[src/rtl/urv_writeback.sv]
// Writeback stage: result select, load alignment, memory-wait FSM and register-file write port.
// Optional registered forwarding path is enabled by defining URV_WB_BYPASS_EN.
module urv_writeback (
  input  logic        clk_i,
  input  logic        rst_n_i,
  input  logic        w_valid_i,
  input  logic        w_load_i,
  input  logic        w_store_i,
  input  logic        w_rd_write_i,
  input  logic [2:0]  w_fun_i,
  input  logic [4:0]  w_rd_i,
  input  logic [1:0]  w_rd_source_i,
  input  logic [31:0] w_dm_addr_i,
  input  logic [31:0] w_rd_value_i,
  input  logic [31:0] w_rd_shifter_i,
  input  logic [31:0] w_rd_multiply_i,
  input  logic [31:0] dm_data_l_i,
  input  logic        dm_load_done_i,
  input  logic        dm_store_done_i,
  output logic        w_stall_req_o,
  output logic [4:0]  rf_rd_o,
  output logic [31:0] rf_rd_value_o,
  output logic        rf_rd_write_o,
  output logic        x_bypass_valid_o,
  output logic [4:0]  x_bypass_rd_o,
  output logic [31:0] x_bypass_value_o
);

  typedef enum logic [1:0] {
    IDLE,
    WAIT_LOAD,
    WAIT_STORE
  } state_e;

  state_e      state_q, state_d;
  logic [31:0] result;
  logic [31:0] load_data;
  logic [7:0]  load_byte;
  logic [15:0] load_half;
  logic        unused_addr;

  assign unused_addr = ^w_dm_addr_i[31:2];
  assign rf_rd_o     = w_rd_i;

  always_comb begin
    result = w_rd_value_i;
    case (w_rd_source_i)
      2'b01:   result = w_rd_shifter_i;
      2'b10:   result = w_rd_multiply_i;
      default: result = w_rd_value_i;
    endcase
  end

  always_comb begin
    load_byte = dm_data_l_i[7:0];
    case (w_dm_addr_i[1:0])
      2'b01:   load_byte = dm_data_l_i[15:8];
      2'b10:   load_byte = dm_data_l_i[23:16];
      2'b11:   load_byte = dm_data_l_i[31:24];
      default: load_byte = dm_data_l_i[7:0];
    endcase
    load_half = w_dm_addr_i[1] ? dm_data_l_i[31:16] : dm_data_l_i[15:0];

    load_data = dm_data_l_i;
    case (w_fun_i)
      3'b000:  load_data = {{24{load_byte[7]}}, load_byte};
      3'b100:  load_data = {24'b0, load_byte};
      3'b001:  load_data = {{16{load_half[15]}}, load_half};
      3'b101:  load_data = {16'b0, load_half};
      3'b010:  load_data = dm_data_l_i;
      default: load_data = dm_data_l_i;
    endcase
  end

  assign rf_rd_value_o = w_load_i ? load_data : result;

  always_ff @(posedge clk_i) begin
    if (!rst_n_i) state_q <= IDLE;
    else          state_q <= state_d;
  end

  // Stall is raised combinationally so the pipeline freezes in the same cycle the access starts.
  always_comb begin
    state_d       = state_q;
    w_stall_req_o = 1'b0;
    case (state_q)
      IDLE: begin
        if (w_valid_i && w_load_i && !dm_load_done_i) begin
          state_d       = WAIT_LOAD;
          w_stall_req_o = 1'b1;
        end else if (w_valid_i && w_store_i && !dm_store_done_i) begin
          state_d       = WAIT_STORE;
          w_stall_req_o = 1'b1;
        end
      end
      WAIT_LOAD: begin
        if (dm_load_done_i) state_d = IDLE;
        else                w_stall_req_o = 1'b1;
      end
      WAIT_STORE: begin
        if (dm_store_done_i) state_d = IDLE;
        else                 w_stall_req_o = 1'b1;
      end
      default: state_d = IDLE;
    endcase
    if (!rst_n_i) w_stall_req_o = 1'b0;
  end

  always_comb begin
    rf_rd_write_o = 1'b0;
    if (rst_n_i && w_valid_i && w_rd_write_i && (w_rd_i != 5'd0)) begin
      if (w_load_i)
        rf_rd_write_o = dm_load_done_i && ((state_q == IDLE) || (state_q == WAIT_LOAD));
      else
        rf_rd_write_o = 1'b1;
    end
  end

`ifdef URV_WB_BYPASS_EN
  logic        byp_valid_q;
  logic [4:0]  byp_rd_q, byp_rd_d;
  logic [31:0] byp_value_q, byp_value_d;

  always_comb begin
    byp_rd_d    = byp_rd_q;
    byp_value_d = byp_value_q;
    if (rf_rd_write_o) begin
      byp_rd_d    = rf_rd_o;
      byp_value_d = rf_rd_value_o;
    end
  end

  always_ff @(posedge clk_i) begin
    if (!rst_n_i) begin
      byp_valid_q <= 1'b0;
      byp_rd_q    <= 5'd0;
      byp_value_q <= 32'd0;
    end else begin
      byp_valid_q <= rf_rd_write_o;
      byp_rd_q    <= byp_rd_d;
      byp_value_q <= byp_value_d;
    end
  end

  assign x_bypass_valid_o = byp_valid_q;
  assign x_bypass_rd_o    = byp_rd_q;
  assign x_bypass_value_o = byp_value_q;
`else
  assign x_bypass_valid_o = 1'b0;
  assign x_bypass_rd_o    = 5'd0;
  assign x_bypass_value_o = 32'd0;
`endif

endmodule

[config.mk]
export PLATFORM = sky130hd
export DESIGN_NAME = urv_writeback
export DESIGN_NICKNAME = d
export VERILOG_FILES = /design/src/rtl/urv_writeback.sv
export SDC_FILE = /design/constraint.sdc
export NUM_CORES = 1
export LEC_CHECK = 0
export ABC_AREA = 1
export CELL_PAD_IN_SITES_DETAIL_PLACEMENT = 2
export CELL_PAD_IN_SITES_GLOBAL_PLACEMENT = 2
export CORE_ASPECT_RATIO = 0.5
export CORE_MARGIN = 2
export CORE_UTILIZATION = 11
export DETAILED_ROUTE_END_ITERATION = 10
export PLACE_DENSITY = 0.95
export SYNTH_ARGS = -nofsm -noshare
export SYNTH_HDL_FRONTEND = slang
export SYNTH_SLANG_ARGS = --single-unit
[constraint.sdc]
create_clock -name clk_i -period 2.3 [get_ports clk_i]
set_input_delay 0.345 -clock clk_i [delete_from_list [all_inputs] [get_ports clk_i]]
set_output_delay 0.345 -clock clk_i [all_outputs]
set_load 0.01 [all_outputs]
==> summary.log, run 1 <==
INFO  synth          share_of_the_synthesized_netlist_area_taken_by_xor_and_xnor_gates=0
INFO  clock_tree     clock_input_transition_at_the_sequential_cells_of_the_worst_setup_and_hold_paths=0.03ns
INFO  cells_and_area area.growth.synth_to_final=119%
INFO  clock_tree     cts-root-to-sink-buffers=2
INFO  cells_and_area final.fill_count=2,246
INFO  drt            wire_per_inst=20.0um
INFO  clock_tree     clockRootBuffer=clkbuf_16
INFO  setup_path     timing.critical_path.fanout_max=8
INFO  synth          synth.area.mux_share=0
INFO  synth          post_synth_num_cell_types=34
INFO  synth          yosys_warnings=0
INFO  synth          combinational_family_with_the_most_area_after_synthesis=simple AND/OR/NAND/NOR gates
INFO  cells_and_area registers.top_by_ff_count=state_q
INFO  grt            grt_start_max_net_pins=30
INFO  power          maximum_ir_drop_on_the_vdd_rail=181uV
INFO  timing         fin_worst_skew=0.00218ns
INFO  floorplanning  die_height=103um
INFO  synth          synthSimpleGateAreaFrac=0.426
INFO  synth          netlist_area=2140squm
INFO  synth          count_of_mapped_cells_out_of_synthesis=423
INFO  setup_path     setup.worst_path.start_class=primary input
INFO  floorplanning  ios=255
INFO  drt            avgViaCountPerCell=4.19
INFO  synth          post-synth-top-area-cell=nand2_1
INFO  clock_tree     cts-hold-fix-buffers=0
INFO  setup_path     endpoint_of_the_lowest_slack_register_to_register_path=state_q[1]
INFO  clock_tree     cts_inserted_buffers=3
INFO  floorplanning  fp.dieArea=20,600squm
INFO  setup_path     setup.worst_path.end=rf_rd_value_o[24]
INFO  cells_and_area multi_input_comb_area=1860squm
INFO  drt            remaining_drc_errors=0
INFO  power          power_density=283nW/um^2
INFO  floorplanning  die_w=201um
INFO  cells_and_area seqCellArea=40.0squm
INFO  synth          synth_compound_gate_area_share=0.296
INFO  cells_and_area drive_gt1_frac=0.227
INFO  synth          ys_top_cells_by_area=nand2_1, buf_4, a21oi_1, o21ai_0, a21oi_2
INFO  floorplanning  floorplan.initialDensity=0.114
INFO  synth          post_synth_fa_ha_maj_area_fraction=0.0117
INFO  drt            detail_route.first_pass.iterations=4
INFO  clock_tree     clock_insertion_delay_at_the_later_pin_of_the_skew_report=0.22ns
INFO  timing         setup-tns-final=0ns
INFO  place          globalplace.congestion=0.819
INFO  drt            ant_nets=0
INFO  cells_and_area layout_top_registers=state_q (2)
INFO  clock_tree     cts_max_level=1
INFO  cells_and_area fin_nets=815
INFO  floorplanning  core.rowCount=35
INFO  setup_path     timing.rr.start=state_q[1]
INFO  grt            antenna_found_initial=0
INFO  cells_and_area finish.cell_count_without_fillers=894
INFO  cells_and_area max_reg_flops=2
INFO  timing         timing_hold_violations_final=0
INFO  setup_path     timing.setup.critical_path_class=in2out
INFO  grt            globalRouteTotalUtil=0.162
INFO  place          buffers_on_ports=186
INFO  clock_tree     cts_tree=built
INFO  setup_path     data_arrival_time_of_the_critical_path=1.93ns
INFO  setup_path     worst_setup_path_startpoint=w_dm_addr_i[0]
INFO  setup_path     critical_path.endpoint_type=primary output
INFO  timing         slew_viol_final=0
INFO  drt            vias=3,745
INFO  clock_tree     clkSinkCount=2
INFO  timing         final.min_clock_period=2.28ns
INFO  timing         fin_crit_sh=0.989
INFO  floorplanning  design.core.area=18,700squm
INFO  synth          synth-seq-cells=2
INFO  grt            grt_pass1_vias=4,218
INFO  synth          synthesis.area_per_instance=5.06squm
INFO  power          p_leak=2.13nW
INFO  place          detailedPlacementHpwl=13,700um
INFO  place          place.detailed.instances=877
INFO  drt            first_iter_violations=103
INFO  grt            first_pass_grt_wire_length=25,300um
INFO  cells_and_area final_cell_mix=nand2_1, clkdlybuf4s50_1, a21oi_1, conb_1, buf_4
INFO  grt            grt_overflow_total=0
INFO  timing         achievable-frequency=439MHz
INFO  worst_hold_path hold_class=reg2reg
INFO  status         result_of_the_run=finished clean
INFO  flow_run       max_cap_viol_count=0
INFO  setup_path     worst-endpoint-required=1.96ns
INFO  synth          area_share_of_the_largest_cell_type_after_synthesis=0.307
INFO  setup_path     worst-r2r-setup-slack=1.35ns
INFO  timing         report.final.setup_viol=0
INFO  cells_and_area final_common_cell=nand2_1
INFO  synth          synth_seq_area_share=0.0187
INFO  drt            finalWirelength=17,900um
INFO  setup_path     cell_count_of_the_worst_reg_to_reg_path=3
cell usage after synthesis:
cell and number:
a31o_2 5, inv_4 1, o211ai_1 5, nand3_2 1, a22oi_1 5, buf_6 3
or2_2 2, nor2_4 1, ha_1 2, buf_4 43, conb_1 1, o22ai_1 2
a21oi_2 10, a31oi_1 1, nand3_1 12, inv_2 3, inv_1 13, nand2_1 175
clkbuf_1 12, and3_1 1, dfxtp_1 2, nor2_2 1, nor3_1 1, a21oi_1 57
nand3b_1 1, buf_2 10, or2_1 3, nor2_1 18, clkinv_4 1, a211oi_1 1
nand2_4 1, nand2_2 5, o21ai_0 23, or3_1 1
worst max-delay path, stage by stage:
cell and delay (ns):
clkdlybuf4s50_1 0.52, nand2_2 0.11, nor2_2 0.14, nand2_2 0.13, nand3_4 0.16, buf_12 0.13
nand2_8 0.09, a21oi_2 0.14, buf_2 0.16
power by group:
| group | switching, W | leakage, nW | internal (W) |
|---|---|---|---|
| Combinational | 0.000508 | 2.07 | 0.000515 |
| Sequential | 0.000000773 | 0.0163 | 0.0000363 |
| Clock | 0.0000433 | 0.0370 | 0.000221 |
worst min-delay path by stage:
stage | start | slack, ns | cells after the start | to
floorplan | state_q[0] | 0.49 | 2 | state_q[0]
global route | state_q[0] | 0.57 | 2 | state_q[0]
CTS | state_q[0] | 0.55 | 2 | state_q[0]
global placement | state_q[0] | 0.51 | 2 | state_q[0]
finish | state_q[0] | 0.55 | 2 | state_q[0]
detailed placement | state_q[0] | 0.55 | 2 | state_q[0]
area by class of cell:
cell class              count  share of cell area
clock buffers               3              0.0161
well taps                 259              0.0693
inverters                  18              0.0171
repair buffers            237               0.491
multi-input cells         373               0.397
diodes                      2             0.00107
flip-flops and latches      2             0.00856
logic make-up after synthesis:
family	count (synthesis)
other	1
adder cells (fa/ha/maj)	2
buffers and inverters	86
AND/OR/NAND/NOR	223
flip-flops	2
AO/OA/AOI/OAI	109
stage by stage:
step                      hold WS [ns]   util  total power, W  setup slack, ns  cell area [sq um]
after CTS                        0.553  0.244         0.00127          -0.0661               4580
after global placement           0.514  0.232        0.000927           -0.447               4350
final                            0.547  0.249         0.00133           0.0242               4680
after global routing             0.572  0.249         0.00140          -0.0564               4670
after detailed placement         0.547  0.232        0.000971           -0.547               4350
after floorplan                  0.493      -        0.000445            0.489               2280
metal layers:
metal,part of all wire,vias to the layer above,global-route usage
met5,0,-,0
met4,0.048,0,0.0814
li1,-,1722,-
met1,0.36,1852,0.159
met3,0.037,53,0.0265
met2,0.56,118,0.336
repair_timing:
item	in CTS	in global routing
gates resized for setup	164	26
endpoints found under the setup margin	34	31
cloned	3	1
pin swaps	4	5
buffers inserted	5	3
Note: power is estimated with default switching activity, not from simulation.
==> run 2, diff against run 1 <==
Settings changed: TNS_END_PERCENT from default to 30.
==> summary.log, run 2 (same netlist as run 1, synthesis figures left out) <==
INFO  drt            wire_per_inst=19.0um [was 20.0 um]
INFO  floorplanning  die_w=201um [unchanged]
INFO  drt            ant_nets=0 [unchanged]
INFO  power          power_density=280nW/um^2 [was 283 nW/um^2]
INFO  clock_tree     clock_input_transition_at_the_sequential_cells_of_the_worst_setup_and_hold_paths=0.03ns [about the same]
INFO  timing         final.min_clock_period=2.33ns [was 2.28 ns]
INFO  drt            avgViaCountPerCell=4.16 [was 4.19]
INFO  timing         report.final.setup_viol=1 [was 0]
INFO  floorplanning  ios=255 [unchanged]
INFO  setup_path     timing.critical_path.slowest_cell_delay=0.50ns [was 0.52 ns]
INFO  cells_and_area max_reg_flops=2 [unchanged]
INFO  setup_path     critical_path.endpoint_type=primary output [unchanged]
INFO  timing         setup_slack=-0.0325ns [was 0.0242 ns]
INFO  floorplanning  design.core.area=18,700squm [unchanged]
INFO  worst_hold_path hold_class=reg2reg [unchanged]
INFO  flow_run       max_cap_viol_count=0 [unchanged]
INFO  setup_path     critPathBufInv=4 [was 3]
INFO  floorplanning  die_height=103um [unchanged]
INFO  clock_tree     cts_inserted_buffers=3 [unchanged]
INFO  floorplanning  floorplan.initialDensity=0.114 [unchanged]
INFO  power          maximum_ir_drop_on_the_vdd_rail=181uV [about the same]
INFO  timing         hold_slack=0.547ns [unchanged]
INFO  setup_path     worst-r2r-setup-slack=1.35ns [about the same]
INFO  setup_path     cpLargestDelayFamily=buffers and inverters [unchanged]
INFO  clock_tree     cts-hold-fix-buffers=0 [unchanged]
INFO  clock_tree     clkSinkCount=2 [unchanged]
INFO  drt            finalWirelength=16,900um [was 17,900 um]
INFO  setup_path     timing.setup.critical_path_class=in2out [unchanged]
INFO  place          buffers_on_ports=186 [unchanged]
INFO  drt            vias=3,699 [was 3,745]
INFO  cells_and_area drive_gt1_frac=0.219 [was 0.227]
INFO  cells_and_area fin_nets=809 [was 815]
INFO  grt            first_pass_grt_wire_length=24,300um [was 25,300 um]
INFO  timing         timing_hold_violations_final=0 [unchanged]
INFO  status         failed_checks=negative setup slack
INFO  setup_path     data_arrival_time_of_the_critical_path=1.99ns [was 1.93 ns]
INFO  timing         slew_viol_final=0 [unchanged]
INFO  place          detailedPlacementHpwl=13,700um [unchanged]
INFO  setup_path     critical_path.cell_chain=clkdlybuf4s50_1, inv_2, buf_4, nor2_4, nand2_2, nand3_4, nand2_8, a21oi_2, clkdlybuf4s15_2 [was clkdlybuf4s50_1, nand2_2, nor2_2, nand2_2, nand3_4, buf_12, nand2_8, a21oi_2, buf_2]
INFO  timing         setup-tns-final=-0.0325ns [was 0 ns]
INFO  drt            detail_route.first_pass.iterations=4 [unchanged]
INFO  timing         achievable-frequency=429MHz [was 439 MHz]
INFO  cells_and_area multi_input_comb_area=1850squm [was 1860 sq um]
INFO  cells_and_area final_common_cell=nand2_1 [unchanged]
INFO  cells_and_area registers.top_by_ff_count=state_q [unchanged]
INFO  place          globalplace.congestion=0.819 [unchanged]
INFO  clock_tree     clock_insertion_delay_at_the_later_pin_of_the_skew_report=0.22ns [about the same]
INFO  cells_and_area final.fill_count=2,253 [was 2,246]
INFO  drt            detail_route.wirelength.met1=5850um [was 6380 um]
INFO  clock_tree     clockRootBuffer=clkbuf_16 [unchanged]
INFO  setup_path     critPathSlowestCell=clkdlybuf4s50_1 [unchanged]
INFO  drt            met2_length=9620um [was 10000 um]
INFO  grt            grt_start_max_net_pins=30 [unchanged]
INFO  setup_path     timing.critical_path.fanout_max=8 [unchanged]
INFO  cells_and_area area.growth.synth_to_final=113% [was 119%]
INFO  timing         setup_repair_after_global_routing_missed_its_margin=yes
INFO  cells_and_area layout_top_registers=state_q (2) [unchanged]
INFO  clock_tree     cts_tree=built [unchanged]
INFO  drt            highest_layer=met5 [was met4]
INFO  grt            globalRouteTotalUtil=0.155 [was 0.162]
INFO  setup_path     worst-endpoint-required=1.96ns [about the same]
INFO  cells_and_area final_cell_mix=nand2_1, clkdlybuf4s50_1, a21oi_1, conb_1, buf_4 [unchanged]
INFO  cells_and_area seqCellArea=40.0squm [unchanged]
INFO  drt            met3RoutedLength=693um [was 654 um]
INFO  setup_path     setup.worst_path.start_class=primary input [unchanged]
INFO  grt            grt_overflow_total=0 [unchanged]
INFO  clock_tree     cts-root-to-sink-buffers=2 [unchanged]
INFO  cells_and_area fin_area=4570squm [was 4680 sq um]
INFO  drt            remaining_drc_errors=0 [unchanged]
INFO  status         result_of_the_run=complete, but fails checks [was finished clean]
INFO  timing         fin_crit_sh=1.01 [was 0.989]
INFO  floorplanning  core.rowCount=35 [unchanged]
INFO  power          p_leak=2.07nW [was 2.13 nW]
INFO  drt            first_iter_violations=106 [was 103]
INFO  floorplanning  fp.dieArea=20,600squm [unchanged]
INFO  place          placement.cell_area=4350squm [unchanged]
INFO  grt            grt_pass1_vias=4,135 [was 4,218]
INFO  cells_and_area postLayoutCoreUtil=0.244 [was 0.249]
INFO  grt            antenna_found_initial=3 [was 0]
INFO  clock_tree     cts_max_level=1 [unchanged]
INFO  timing         fin_worst_skew=0.00218ns [unchanged]
[run 2: tightest hold or removal path: stages, from the launching register on]
cell and delay [ns]:
dfxtp_1 0.31, nand3b_1 0.11, a21oi_1 0.07
[run 2: final cells by class]
cell class,count,share of cell area
clock buffer,3,0.0164
tap,259,0.0710
sequential,2,0.00877
timing repair buffer,231,0.480
inverter,18,0.0170
multi-input combinational,373,0.405
antenna,3,0.00164
[run 2: path summary, 6_finish.rpt]
check | cells after the start | start | to
worst min register to register | 2 | state_q[0] | state_q[0]
worst min-delay path | 2 | state_q[0] | state_q[0]
worst max register to register | 3 | state_q[1] | state_q[1]
worst max-delay path | 9 | w_fun_i[0] | rf_rd_value_o[29]
[run 2: power by group]
| group | switching, W | internal, W |
|---|---|---|
| logic | 0.000486 | 0.000493 |
| registers | 0.000000773 | 0.0000363 |
| clock network | 0.0000433 | 0.000221 |
| total | 0.000530 | 0.000750 |
[run 2: routing by layer]
metal,GRT usage,up-vias
li1,-,1716
met1,0.152,1818
met2,0.330,121
met3,0.0234,42
met4,0.0696,2
met5,0,-
[run 2: what timing repair did]
| item | 4_1_cts | 5_1_grt |
|---|---|---|
| setup buffers | 1 | 2 |
| pin swaps | 4 | 5 |
| setup endpoints to repair | 34 | 33 |
| gates resized for setup | 143 | 39 |
| gates cloned | 3 | 0 |
[run 2: per-stage QoR]
| step | worst slack (ns) | std cells | power [W] |
|---|---|---|---|
| after floorplan | 0.489 | 460 | 0.000445 |
| after global placement | -0.447 | 877 | 0.000927 |
| after detailed placement | -0.547 | 877 | 0.000971 |
| after CTS | -0.0972 | 884 | 0.00126 |
| after global routing | -0.0518 | 888 | 0.00136 |
| final | -0.0325 | 889 | 0.00128 |
==> run 3, diff against run 2 <==
Settings changed: MAX_ROUTING_LAYER from default to met4, PLACE_DENSITY 0.95 to 0.94.
==> summary.log, run 3 (same netlist as run 1, synthesis figures left out) <==
INFO  worst_hold_path hold_class=reg2reg [unchanged]
INFO  grt            grt_pass1_vias=4,150 [was 4,135]
INFO  place          placement.cell_area=4320squm [was 4350 sq um]
INFO  drt            ant_nets=0 [unchanged]
INFO  setup_path     cell_count_of_the_worst_reg_to_reg_path=3 [unchanged]
INFO  floorplanning  die_w=201um [unchanged]
INFO  setup_path     worst-endpoint-required=1.96ns [about the same]
INFO  drt            first_iter_violations=154 [was 106]
INFO  clock_tree     cts_max_level=1 [unchanged]
INFO  setup_path     setup.worst_path.start_class=primary input [unchanged]
INFO  timing         final.min_clock_period=2.29ns [was 2.33 ns]
INFO  setup_path     worst-r2r-setup-slack=1.33ns [was 1.35 ns]
INFO  setup_path     endpoint_of_the_lowest_slack_register_to_register_path=state_q[1] [unchanged]
INFO  cells_and_area fin_area=4630squm [was 4570 sq um]
INFO  cells_and_area area.growth.synth_to_final=116% [was 113%]
INFO  setup_path     timing.critical_path.fanout_max=8 [unchanged]
INFO  clock_tree     cts_inserted_buffers=3 [unchanged]
INFO  setup_path     timing.rr.start=state_q[1] [unchanged]
INFO  floorplanning  design.core.area=18,700squm [unchanged]
INFO  floorplanning  ios=255 [unchanged]
INFO  timing         fin_worst_skew=0.000548ns [was 0.00218 ns]
INFO  cells_and_area final_common_cell=nand2_1 [unchanged]
INFO  drt            avgViaCountPerCell=4.21 [was 4.16]
INFO  floorplanning  die_height=103um [unchanged]
INFO  power          power_density=285nW/um^2 [was 280 nW/um^2]
INFO  grt            first_pass_grt_wire_length=24,400um [was 24,300 um]
INFO  place          buffers_on_ports=186 [unchanged]
INFO  timing         achievable-frequency=437MHz [was 429 MHz]
INFO  cells_and_area registers.top_by_ff_count=state_q [unchanged]
INFO  drt            finalWirelength=18,000um [was 16,900 um]
INFO  setup_path     critPathSlowestCell=clkdlybuf4s50_1 [unchanged]
INFO  grt            grt_overflow_total=0 [unchanged]
INFO  grt            globalRouteTotalUtil=0.159 [was 0.155]
INFO  worst_hold_path min_path_cells=2 [unchanged]
INFO  worst_hold_path hold_path_startpoint=state_q[0] [unchanged]
INFO  power          p_leak=2.09nW [was 2.07 nW]
INFO  floorplanning  fp.dieArea=20,600squm [unchanged]
INFO  drt            detail_route.first_pass.iterations=4 [unchanged]
INFO  timing         report.final.setup_viol=0 [was 1]
INFO  grt            grt_start_max_net_pins=23 [was 30]
INFO  cells_and_area final_cell_mix=nand2_1, clkdlybuf4s50_1, a21oi_1, conb_1, buf_4 [unchanged]
INFO  cells_and_area drive_gt1_frac=0.224 [was 0.219]
INFO  setup_path     timing.critical_path.slowest_cell_delay=0.42ns [was 0.50 ns]
INFO  floorplanning  core.rowCount=35 [unchanged]
INFO  setup_path     critical_path.endpoint_type=primary output [unchanged]
INFO  drt            vias=3,765 [was 3,699]
INFO  clock_tree     cts-root-to-sink-buffers=2 [unchanged]
INFO  status         result_of_the_run=finished clean [was complete, but fails checks]
INFO  clock_tree     cts-hold-fix-buffers=0 [unchanged]
INFO  timing         fin_crit_sh=0.996 [was 1.01]
INFO  flow_run       max_cap_viol_count=0 [unchanged]
INFO  cells_and_area fin_nets=812 [was 809]
INFO  clock_tree     clkSinkCount=2 [unchanged]
INFO  timing         slew_viol_final=0 [unchanged]
INFO  worst_hold_path whs_endpoint=state_q[0] [unchanged]
INFO  drt            wire_per_inst=20.1um [was 19.0 um]
INFO  grt            antenna_found_initial=5 [was 3]
INFO  cells_and_area finish.cell_count_without_fillers=894 [was 889]
INFO  clock_tree     clock_input_transition_at_the_sequential_cells_of_the_worst_setup_and_hold_paths=0.03ns [about the same]
INFO  cells_and_area layout_top_registers=state_q (2) [unchanged]
INFO  power          maximum_ir_drop_on_the_vdd_rail=153uV [was 181 uV]
INFO  floorplanning  floorplan.initialDensity=0.114 [unchanged]
INFO  timing         timing_hold_violations_final=0 [unchanged]
INFO  place          globalplace.congestion=0.821 [was 0.819]
INFO  place          place.detailed.instances=874 [was 877]
INFO  place          detailedPlacementHpwl=13,500um [was 13,700 um]
INFO  cells_and_area max_reg_flops=2 [unchanged]
INFO  clock_tree     clock_insertion_delay_at_the_later_pin_of_the_skew_report=0.22ns [about the same]
INFO  setup_path     timing.setup.critical_path_class=in2out [unchanged]
INFO  drt            remaining_drc_errors=0 [unchanged]
INFO  clock_tree     clockRootBuffer=clkbuf_16 [unchanged]
INFO  setup_path     critical_path.cell_chain=clkdlybuf4s50_1, buf_6, clkinv_4, nand2_1, nor2_2, nand2_2, nand3_4, nand2_8, a21oi_2, buf_2 [was clkdlybuf4s50_1, inv_2, buf_4, nor2_4, nand2_2, nand3_4, nand2_8, a21oi_2, clkdlybuf4s15_2]
INFO  setup_path     data_arrival_time_of_the_critical_path=1.95ns [was 1.99 ns]
INFO  clock_tree     cts_tree=built [unchanged]
-- run 3: worst max path at each step --
stage                           from                 to  cells past startpoint
floorplan           w_rd_source_i[0]  rf_rd_value_o[14]                      7
global placement    w_rd_source_i[0]   rf_rd_value_o[4]                      9
detailed placement  w_rd_source_i[0]  rf_rd_value_o[14]                      9
CTS                 w_rd_source_i[0]  rf_rd_value_o[28]                     10
global route              w_fun_i[1]   rf_rd_value_o[0]                      9
finish                    w_fun_i[1]  rf_rd_value_o[25]                     10
-- run 3: what timing repair did --
item	CTS	global route
pin swaps	5	1
endpoints found under the setup margin	34	29
cloned	2	2
setup buffers	2	6
hold endpoints to repair	0	0
resized for setup	167	28
-- run 3: critical path, delay by kind of cell --
family                 cells  cell delay [ns]
AOI/OAI and AO/OA          1             0.19
buffers and inverters      4             0.83
and+or+nand+nor            5             0.57
-- run 3: through the flow --
stage | util | setup slack (ns) | hold slack [ns] | total power [W] | TNS (ns)
2_1_floorplan | - | 0.489 | 0.493 | 0.000445 | 0
3_3_place_gp | 0.230 | -0.428 | 0.515 | 0.000922 | -12.11
3_5_place_dp | 0.230 | -0.531 | 0.548 | 0.000964 | -15.07
4_1_cts | 0.238 | -0.0857 | 0.569 | 0.00124 | -0.130
5_1_grt | 0.247 | -0.0385 | 0.589 | 0.00140 | -0.100
6_report | 0.247 | 0.00923 | 0.566 | 0.00132 | 0
-- run 3: final cells by class --
| cell class | instances | area (sq um) |
|---|---|---|
| clock buffer | 3 | 75.1 |
| tap | 259 | 324 |
| fill | 2261 | 14100 |
| antenna | 5 | 12.5 |
| multi-input combinational | 373 | 1870 |
| inverter | 18 | 77.6 |
| timing repair buffer | 234 | 2230 |
| sequential | 2 | 40.0 |
-- run 3: metal layers --
metal	routed length [um]	up-vias	global-route usage
li1	-	1722	-
met1	6270	1859	0.153
met2	10000	132	0.318
met3	795	52	0.0259
met4	922	0	0.0792
met5	0	-	-
-- run 3: power by group --
| group | switching [W] | internal (W) |
|---|---|---|
| Combinational | 0.000517 | 0.000507 |
| Sequential | 0.000000887 | 0.0000363 |
| Clock | 0.0000388 | 0.000221 |
